==> config.mk <==
export PLATFORM = sky130hd
export DESIGN_NAME = instruction_encode
export DESIGN_NICKNAME = d
export VERILOG_FILES = /design/src/rtl/mips_pkg.sv /design/src/rtl/sync_fifo.sv /design/src/rtl/instruction_encode.sv
export SDC_FILE = /design/constraint.sdc
export NUM_CORES = 1
export LEC_CHECK = 0
export CAP_MARGIN = 10
export CORE_ASPECT_RATIO = 0.5
export CORE_MARGIN = 5
export CORE_UTILIZATION = 46
export DETAILED_ROUTE_END_ITERATION = 8
export DONT_BUFFER_PORTS = 1
export PLACE_DENSITY_LB_ADDON = 0.12
export SYNTH_ARGS = -nofsm -noshare
export SYNTH_HDL_FRONTEND = slang
export SYNTH_SLANG_ARGS = --single-unit
==> constraint.sdc <==
create_clock -name clk -period 6.2 [get_ports clk]
set_input_delay 1.55 -clock clk [delete_from_list [all_inputs] [get_ports clk]]
set_output_delay 1.55 -clock clk [all_outputs]
set_load 0.02 [all_outputs]
==> src/rtl/mips_pkg.sv <==
// Shared MIPS encoding constants and the request-kind enum for the encoder.
package mips_pkg;

  localparam logic [5:0] OP_RTYPE = 6'b000000;
  localparam logic [5:0] OP_LW    = 6'b100011;
  localparam logic [5:0] OP_SW    = 6'b101011;

  typedef enum logic [1:0] {
    KIND_ALU   = 2'b00,
    KIND_LOAD  = 2'b01,
    KIND_STORE = 2'b10,
    KIND_RSVD  = 2'b11
  } kind_e;

endpackage

==> src/rtl/sync_fifo.sv <==
// Single-clock FIFO, power-of-two DEPTH, synchronous active-high reset.
// rdata reads as zero whenever the FIFO is empty.
module sync_fifo #(
  parameter int WIDTH = 32,
  parameter int DEPTH = 4
) (
  input  logic             clk,
  input  logic             rst,
  input  logic             push,
  input  logic             pop,
  input  logic [WIDTH-1:0] wdata,
  output logic [WIDTH-1:0] rdata,
  output logic             full,
  output logic             empty
);

  localparam int AW = (DEPTH > 1) ? $clog2(DEPTH) : 1;
  localparam int CW = $clog2(DEPTH + 1);

  logic [WIDTH-1:0] mem [DEPTH];
  logic [AW-1:0]    wr_ptr;
  logic [AW-1:0]    rd_ptr;
  logic [CW-1:0]    count;
  logic             do_push;
  logic             do_pop;

  // A push into a full FIFO is dropped even when a pop happens on the same edge.
  assign do_push = push && !full;
  assign do_pop  = pop && !empty;

  assign full  = (count == CW'(DEPTH));
  assign empty = (count == '0);
  assign rdata = empty ? '0 : mem[rd_ptr];

  // Pointer and occupancy bookkeeping; pointers wrap naturally at DEPTH.
  always_ff @(posedge clk) begin
    if (rst) begin
      wr_ptr <= '0;
      rd_ptr <= '0;
      count  <= '0;
    end else begin
      if (do_push) wr_ptr <= wr_ptr + AW'(1);
      if (do_pop)  rd_ptr <= rd_ptr + AW'(1);
      case ({do_push, do_pop})
        2'b10:   count <= count + CW'(1);
        2'b01:   count <= count - CW'(1);
        default: count <= count;
      endcase
    end
  end

  // Storage array, written on accepted pushes only.
  always_ff @(posedge clk) begin
    if (do_push) mem[wr_ptr] <= wdata;
  end

endmodule

==> src/rtl/instruction_encode.sv <==
// Encodes ALU / LW / SW requests into 32-bit MIPS words and buffers them
// in a DEPTH-entry FIFO. Reserved-kind requests are accepted, dropped, and
// flagged on err_illegal for one cycle.
// Optional macro INSTR_ENCODE_STATS_EN builds the issue_count handshake
// counter; without it issue_count is constant zero.
module instruction_encode
  import mips_pkg::*;
#(
  parameter int DEPTH = 4
) (
  input  logic        clk,
  input  logic        rst,
  input  logic        req_valid,
  output logic        req_ready,
  input  logic [1:0]  req_kind,
  input  logic [4:0]  req_rs,
  input  logic [4:0]  req_rt,
  input  logic [4:0]  req_rd,
  input  logic [5:0]  req_funct,
  input  logic [15:0] req_imm,
  output logic        instr_valid,
  input  logic        instr_ready,
  output logic [31:0] instr,
  output logic        err_illegal,
  output logic [15:0] issue_count
);

  kind_e       kind;
  logic        req_hs;
  logic        instr_hs;
  logic        legal;
  logic        fifo_full;
  logic        fifo_empty;
  logic [31:0] encoded;

  assign kind        = kind_e'(req_kind);
  assign legal       = (kind != KIND_RSVD);
  assign req_ready   = !fifo_full && !rst;
  assign req_hs      = req_valid && req_ready;
  assign instr_valid = !fifo_empty;
  assign instr_hs    = instr_valid && instr_ready;

  // Build the instruction word; fields the kind does not use never reach it.
  always_comb begin
    encoded = '0;
    case (kind)
      KIND_ALU:   encoded = {OP_RTYPE, req_rs, req_rt, req_rd, 5'b00000, req_funct};
      KIND_LOAD:  encoded = {OP_LW, req_rs, req_rt, req_imm};
      KIND_STORE: encoded = {OP_SW, req_rs, req_rt, req_imm};
      default:    encoded = '0;
    endcase
  end

  sync_fifo #(
    .WIDTH (32),
    .DEPTH (DEPTH)
  ) u_fifo (
    .clk   (clk),
    .rst   (rst),
    .push  (req_hs && legal),
    .pop   (instr_hs),
    .wdata (encoded),
    .rdata (instr),
    .full  (fifo_full),
    .empty (fifo_empty)
  );

  // One-cycle error pulse following an accepted reserved-kind request.
  always_ff @(posedge clk) begin
    if (rst) err_illegal <= 1'b0;
    else     err_illegal <= req_hs && !legal;
  end

`ifdef INSTR_ENCODE_STATS_EN
  // Free-running count of completed output handshakes, wraps at 16 bits.
  always_ff @(posedge clk) begin
    if (rst)           issue_count <= '0;
    else if (instr_hs) issue_count <= issue_count + 16'd1;
  end
`else
  assign issue_count = 16'h0000;
`endif

endmodule

; ---- Word-level counts from Yosys, hierarchy flattened
; Memory sizes are Yosys's and may differ from the RTL's. A register that Yosys moved wholly into a read port is not among the register bits.
; Cells that the tools add are included.
[word_totals]
register_bits = 8
ramBits = 128
in_bits = 43
output_inout_bits = 51
word_cells = 36
memories = 1
[classes]
addsub = 4
n_eq_ne = 6
n_mux = 7
n_reduce_logical = 14
[memory_table]
columns = name, depth, word_bits, read_ports, rd_ports_with_merged_regs, write_ports, line_no
row1 = u_fifo.mem, 4, 32, 1, 1, 1, sync_fifo.sv:20  ; logic [WIDTH-1:0] mem [DEPTH];
[ops]
columns = cell, n
row1 = 32-bit one-hot mux with 3 select lines, 1
row2 = 32-bit 2-to-1 mux, 1
row3 = 1-bit logical AND, 7
row4 = 3-bit one-hot mux with 2 select lines, 1
row5 = 2-bit by 1-bit adder with 2-bit output (second input constant), 2
row6 = 2-bit by 1-bit == test with 1-bit output (second input constant), 2
row7 = 2-bit == test (second input constant), 2
row8 = 1-bit zero test, 4
row9 = 2-bit 2-to-1 mux, 2
row10 = 3-bit by 1-bit adder with 3-bit output (second input constant), 1
row11 = 3-bit == test (second input constant), 1
row12 = 3-bit zero test, 1
row13 = 3-bit by 1-bit subtractor with 3-bit output (second input constant), 1
row14 = 2-bit zero test, 1
row15 = 1-bit 2-to-1 mux, 2
row16 = 2-bit != test (second input constant), 1
row17 = 2-bit nonzero test, 1

; ---- Logic depth before layout (Yosys ltp)
; Gate-level depths: netlist of run 1.
[logic_depth]
word_depth = 8
ltp_mapped = 10
mapped_depth_nobuf = 10

; ---- Hierarchy
; A second synthesis of run 1 with hierarchy kept.
[hier_totals]
hier_cells = 343
area_unflattened_um2 = 6013.3
[modules_own_cells]
columns = module, n_inst, cells_per_inst, area_per_inst_um2, seq_area_each_um2
row1 = sync_fifo, 1, 256, 5421.4, 4023.9
row2 = instruction_encode, 1, 87, 591.8, 20.0

; ---- Worst setup path after synthesis of run 1
; Ideal clock, no wire load.
[synth_path]
kind = input to output
start = in rst
end = out req_ready
arrival_ps = 2044
t_required_ps = 4650
path_slack_ps = 2606
path_stages = 2
path_buffers = 1
cell_sequence = buf_2 -> nor2b_1
[synth_via]
elab_chain_cells = 2
[synth_lines]
columns = item, line_no
row1 = "start, declared", instruction_encode.sv:12  ; input logic rst,
row2 = 1-bit zero test, instruction_encode.sv:38  ; assign req_ready = !fifo_full && !rst;
row3 = 1-bit logical AND, instruction_encode.sv:38
row4 = "end, declared", instruction_encode.sv:14  ; output logic req_ready,
; Every way passes these cells.

==> results of run 1 <==
[metrics by stage]
stage | utilization (%) | instance area [um2] | hold WS, ns
after global routing | 53.6 | 5900 | 0.548
after floorplan | - | 5260 | 0.459
final | 53.6 | 5900 | 0.515
after CTS | 53.6 | 5900 | 0.518
after detailed placement | 47.9 | 5280 | 0.486
after global placement | 47.9 | 5280 | 0.464
[area by class of cell]
| class | count | area [um2] |
|---|---|---|
| Timing Repair Buffer | 8 | 60.1 |
| Clock buffer | 17 | 425 |
| Sequential cell | 122 | 3560 |
| Fill cell | 876 | 5110 |
| Inverter | 10 | 37.5 |
| Multi-Input combinational cell | 148 | 1430 |
| Clock inverter | 15 | 200 |
| Tap cell | 145 | 181 |
[where the power goes]
part	switching (mW)	total (mW)	internal, mW
Sequential	0.0343	0.981	0.946
Combinational	0.340	0.521	0.181
Clock	0.348	1.02	0.672
Total	0.722	2.52	1.80
[worst reg2reg max path, cell delays in order (launching register included)]
cell	delay (ns)
dfxtp_1	0.39
or3b_1	0.49
and2_4	0.20
inv_1	0.05
ha_1	0.18
inv_1	0.07
fa_1	0.43
xor2_1	0.16
or3_1	0.32
a21oi_1	0.15
[per-layer routing]
metal | wire length [um] | share of wire [%] | vias to the layer above | global-route usage, %
met5 | 7 | 0.075 | - | 0
met4 | 80 | 0.86 | 2 | 5.39
met3 | 556 | 6.0 | 12 | 5.48
met2 | 4450 | 48 | 72 | 23.7
met1 | 4240 | 45 | 1242 | 18.9
li1 | - | - | 1112 | -
[state kept, by name, summed over array words and instances (netlist names), named ones only]
name / cells
err_illegal: 1
u_fifo.count: 3
u_fifo.mem: 112
u_fifo.rd_ptr: 2
u_fifo.wr_ptr: 2
[cell usage in the layout, fill, tap and decap left out, types with 4 or more instances in the layout]
cell type / Yosys / layout
edfxtp_1: 112 / 112
nor2b_1: 30 / 30
mux4_2: 28 / 28
conb_1: 1 / 18
clkbuf_16: 0 / 17
and2_1: 15 / 15
a22o_1: 11 / 11
inv_1: 10 / 10
ha_1: 10 / 10
dfxtp_1: 10 / 9
nor2_1: 8 / 8
buf_4: 20 / 8
and3_1: 5 / 5
clkinvlp_4: 0 / 4
bufinv_16: 0 / 4
[logic make-up after synthesis]
family / synth area share (%)
flops: 68.6
simple gates: 7.90
buf+inv: 5.13
mux: 12.1
compound gates: 2.82
fa+ha+maj: 2.80
xor+xnor: 0.506
other cells: 0.0722
[worst paths after layout]
| check | slack [ns] | endpoint | cells after the start |
|---|---|---|---|
| setup / recovery | 2.41 | instr[27] | 3 |
| hold / removal | 0.52 | u_fifo.rd_ptr[1] | 2 |
| setup reg to reg | 3.71 | u_fifo.count[2] | 9 |
| hold reg to reg | 0.52 | u_fifo.rd_ptr[1] | 2 |
[cell usage after synthesis, drive strengths merged (2+ instances only)]
master / instances
edfxtp: 112
inv: 10
a21oi: 3
buf: 28
mux4: 28
clkbuf: 5
o21ai: 3
nor3: 2
nand3: 2
dfxtp: 10
xor2: 3
ha: 10
nor2b: 30
nor2: 8
and3: 5
a22o: 11
and2: 16
or3: 2
o31ai: 2
==> implementation parameters, run 1 <==
Parameter                              Value

Run status
  Outcome ... completed

Yosys
  Cell area after synthesis ... 5190 um2
  Number of synthesized flops with an enable pin ... 112
  Flip-flop and latch count after synthesis ... 122
  Share of flip-flops with an asynchronous set or reset ... 0%
  Top_reg_cell synth ... edfxtp_1
  Gate Count Post-Synth ... 296
  Area share of the largest cell type after synthesis ... 64.8%
  Yosys warns ... 0
  Sequential share of the synthesized area ... 68.6%
  Top cells by area, synth ... edfxtp_1 65%, mux4_2 12%, dfxtp_1 3.9%
  Syn_area_per_cell ... 17.5 um2
  Number of different library cells in the post-synthesis netlist ... 31
  Library cell with the largest summed area after synthesis ... edfxtp_1

CTS
  Clock root buffer ... clkbuf_16
  Clock latency on the worst-skew pair ... 0.40 ns
  Number of resized instances in the post-cts repair step ... 0
  CTS buffer count ... 17
  # H-tree levels ... 4
  Clock sink total ... 122
  CTS tree ... yes
  Hold-fix buffers at CTS ... 0
  Register clock-pin slew on the reported worst setup and hold paths ... 0.05 ns
  Setup bufs post-CTS ... 0
  Number of buffers between clock root and the deepest sink ... 2

Layout
  Ratio of cells with drive above 1 in the final layout ... 22.5%
  Ant diodes ... 0
  Net count reported at finish ... 361
  Area Overhead vs Synth ... 13.6%
  Final non-filler cell total ... 465

Power and ir drop
  Largest vdd supply drop ... 278 uV
  Power after layout ... 2.52 mW
  Leak ... 2.00 nW
  Pwr dens ... 427 nW/um2

Setup path
  Required time of the critical path ... 4.65 ns
  Worst EP arrival ... 2.24 ns
  Worst Path Buf+Inv ... 1
  Category of the worst setup path capture point ... output port
  Reg2Reg Launch Point ... u_fifo.count[2]
  Slowest Stage Delay on Critical Path ... 0.88 ns
  Slowest cell on crit path ... nor2b_1
  Path type of the worst setup path ... register to output port
  Crit path launch type ... register
  Critical Path Fanout Max ... 28
  Cell family contributing the most delay on the critical path ... simple AND/OR/NAND/NOR gates
  Worst-path cell chain ... buf_4, mux4_2, nor2b_1

Run
  MaxCap Viol Count ... 0

STA
  RSZ-0062 raised after global routing ... false
  Part of the cycle the worst path needs ... 61.1%
  Post-layout min period ... 3.79 ns
  Slew headroom ... 20.2%
  Final Skew ... 0.00488 ns
  Maximum clock rate ... 0.264 GHz
  Final worst setup slack ... 2.41 ns
  Number of hold violations in the final report ... 0
  Number of setup violations in the final report ... 0
  Pin slew with the least headroom to its limit ... 1.19 ns
  Max-slew violations ... 0
  Setup TNS ... 0 ns

Detailed routing
  Detail Route Antenna Nets ... 0
  Number of vias after detailed routing ... 2,440
  Pre-antenna DRT Iters ... 4
  # DRC ... 0
  Post-DR wirelength/cell ... 20.1 um
  Vias per cell ... 5.25
  Total wire length after detailed routing ... 9.33 mm
  Number of DRC violations after detailed-routing iteration 0 ... 122

Placed design
  Count of buffers inserted at the top-level ports ... 0
  Post-placement cell count ... 433
  Dpl ws ... 2.46 ns
  RD Place Congestion ... 0.725
  Post-detail-place hpwl ... 5.72 mm

Floorplan
  Width of the die ... 160 um
  Std-Cell Core Area ... 11,000 um2
  Y dimension of the die ... 85.1 um
  Total Die Area ... 13,600 um2
  Number of ports placed on the die boundary ... 94
  Count of standard-cell rows ... 27
  Initial core utilization ... 47.1%

GRT
  Combined global-route utilization of all metal layers ... 14.8%
  Via count of the first global-routing pass ... 2,757
  Antenna violations before repair ... 1
  Residual overflow from global routing ... 0
  Global-route wire length before repair ... 15.0 mm
  Largest net degree at the start of global routing ... 32

Worst hold path
  Hold path startpoint ... u_fifo.rd_ptr[1]
  HP Class ... register to register
Power figures use the tool's default switching activity.
==> inputs of run 2 (changes only) <==
- clock period: 6.2 -> 3.15 ns (I/O delays scaled with it)
==> run 2 against run 1 <==
Net effect:
- global-route usage is 0.22 points higher
- total power rose by 100%
- via count rose by 2.8%
- sequential share of layout area is 0.77 points lower
- non-clock buffer count increased by 2
- first-iteration DRC count stayed put
- utilization rose by 0.69 points
- clock skew rose by 0.0055 ns
==> implementation parameters, run 2 (synthesis gave the netlist of run 1 again) <==
Parameter                              Value

Layout
  Number of flip-flops in the largest register ... 112
  Post-route cell area ... 5980 um2
  Net count reported at finish ... 363
  Ant diodes ... 0
  Ratio of cells with drive above 1 in the final layout ... 23.0%
  Leading cell type in the layout, fill and taps excluded ... edfxtp_1
  Register name with the most flops ... u_fifo.mem
  Area Overhead vs Synth ... 15.1%
  Largest registers ... u_fifo.mem: 112 flops, u_fifo.count: 3 flops
  Most frequent cells in the layout ... 112 x edfxtp_1, 30 x nor2b_1, 28 x mux4_2

Setup path
  Path type of the worst setup path ... register to output port
  Critical Path Fanout Max ... 25
  Category of the worst setup path capture point ... output port
  Crit path launch type ... register
  Worst EP arrival ... 1.99 ns
  Required time of the critical path ... 2.36 ns
  Slowest Stage Delay on Critical Path ... 0.53 ns
  Depth of the most critical reg-to-reg path ... 9
  Worst-path cell chain ... buf_12, mux4_2, nor2b_1, buf_4
  Slowest cell on crit path ... mux4_2

Floorplan
  Y dimension of the die ... 85.1 um
  Number of ports placed on the die boundary ... 94
  Total Die Area ... 13,600 um2
  Count of standard-cell rows ... 27
  Width of the die ... 160 um
  Std-Cell Core Area ... 11,000 um2
  Initial core utilization ... 47.1%

Worst hold path
  WHS Path Cells ... 1
  HP Class ... input port to register

CTS
  CTS buffer count ... 17
  Clock sink total ... 122
  Clock latency on the worst-skew pair ... 0.41 ns
  Number of resized instances in the post-cts repair step ... 0
  Register clock-pin slew on the reported worst setup and hold paths ... 0.06 ns
  CTS tree ... yes
  Hold-fix buffers at CTS ... 0
  # H-tree levels ... 4
  Clock root buffer ... clkbuf_16
  Number of buffers between clock root and the deepest sink ... 2
  Setup bufs post-CTS ... 0

GRT
  Via count of the first global-routing pass ... 2,728
  Largest net degree at the start of global routing ... 32
  Residual overflow from global routing ... 0
  Combined global-route utilization of all metal layers ... 15.0%
  Met3 track demand over resource ... 6.74%
  Met1 capacity usage during global routing ... 18.7%
  Global-route wire length before repair ... 15.2 mm
  Antenna violations before repair ... 0
  Met2 routing resource usage after global routing ... 24.3%
  GR peak layer ... met2

STA
  RSZ-0062 raised after global routing ... false
  Number of hold violations in the final report ... 0
  Pin slew with the least headroom to its limit ... 1.14 ns
  Maximum clock rate ... 0.360 GHz
  Max-slew violations ... 0
  Setup TNS ... 0 ns
  Post-layout min period ... 2.78 ns
  Number of setup violations in the final report ... 0
  Slew headroom ... 23.5%
  Part of the cycle the worst path needs ... 88.3%
  Final Skew ... 0.0104 ns

Placed design
  RD Place Congestion ... 0.760
  Post-detail-place hpwl ... 5.93 mm
  Count of buffers inserted at the top-level ports ... 0
  Post-Place Cell Area ... 5330 um2

Detailed routing
  Detail Route Antenna Nets ... 0
  Vias per cell ... 5.37
  Number of vias after detailed routing ... 2,509
  Total wire length after detailed routing ... 9.60 mm
  # DRC ... 0
  Number of DRC violations after detailed-routing iteration 0 ... 122
  Post-DR wirelength/cell ... 20.5 um
  Pre-antenna DRT Iters ... 4

Run status
  Outcome ... completed

Power and ir drop
  Power after layout ... 5.07 mW
  Largest vdd supply drop ... 413 uV
  Pwr dens ... 848 nW/um2
  Leak ... 2.03 nW

Run
  MaxCap Viol Count ... 0
[run 2: cell types whose count changed in the layout (fill, tap and decap cells not counted)]
| cell | delta |
|---|---|
| bufinv_16 | +1 |
| clkinv_4 | +1 |
| buf_4 | -1 |
| buf_12 | +3 |
| clkinvlp_4 | -2 |
[run 2: per-stage QoR]
| step | setup slack [ns] | hold WS [ns] | utilization (%) | cells |
|---|---|---|---|---|
| floorplan | 0.448 | 0.459 | - | 313 |
| global placement | 0.562 | 0.461 | 48.4 | 435 |
| finish | 0.369 | 0.440 | 54.3 | 467 |
| detailed placement | 0.413 | 0.483 | 48.4 | 435 |
| CTS | 0.310 | 0.422 | 54.3 | 467 |
| global route | 0.246 | 0.417 | 54.3 | 467 |
[run 2: critical path, delay by kind of cell (launching register included)]
| kind | cells | cell delay, ns |
|---|---|---|
| flip-flops | 1 | 0.42 |
| AND/OR/NAND/NOR | 1 | 0.16 |
| buffers and inverters | 2 | 0.48 |
| multiplexers | 1 | 0.53 |
[run 2: path summary, 6_finish.rpt]
kind                    startpoint  slack, ns         endpoint
setup / recovery          register       0.37        instr[26]
hold / removal                 rst       0.44         register
setup reg to reg   u_fifo.count[2]       0.61  u_fifo.count[2]
hold reg to reg   u_fifo.rd_ptr[1]       0.48         register
[run 2: layout make-up]
| cell class | instances | area [um2] |
|---|---|---|
| tap | 145 | 181 |
| clock inverter | 15 | 224 |
| inverter | 10 | 37.5 |
| fill | 867 | 5040 |
| multi-input combinational | 148 | 1430 |
| clock buffer | 17 | 425 |
| timing repair buffer | 10 | 113 |
| sequential | 122 | 3560 |
[run 2: routing by layer]
| metal | part of all wire [%] | up-vias |
|---|---|---|
| met5 | 0 | - |
| met4 | 0.78 | 0 |
| met3 | 6.0 | 9 |
| met2 | 49 | 76 |
| met1 | 44 | 1301 |
| li1 | - | 1123 |
[run 2: power breakdown]
part           leakage, nW  total [mW]  internal, mW  switching [mW]
Clock                0.313        2.09          1.40           0.684
Combinational        0.606        1.07         0.382           0.687
Sequential            1.11        1.91          1.86          0.0471
Total                 2.03        5.07          3.65            1.42
==> inputs of run 3 (changes only) <==
- CTS_BUF_LIST: not set -> sky130_fd_sc_hd__clkbuf_16
==> results of run 3 <==
The final DEF is identical to that of run 2; final timing and power are the same.
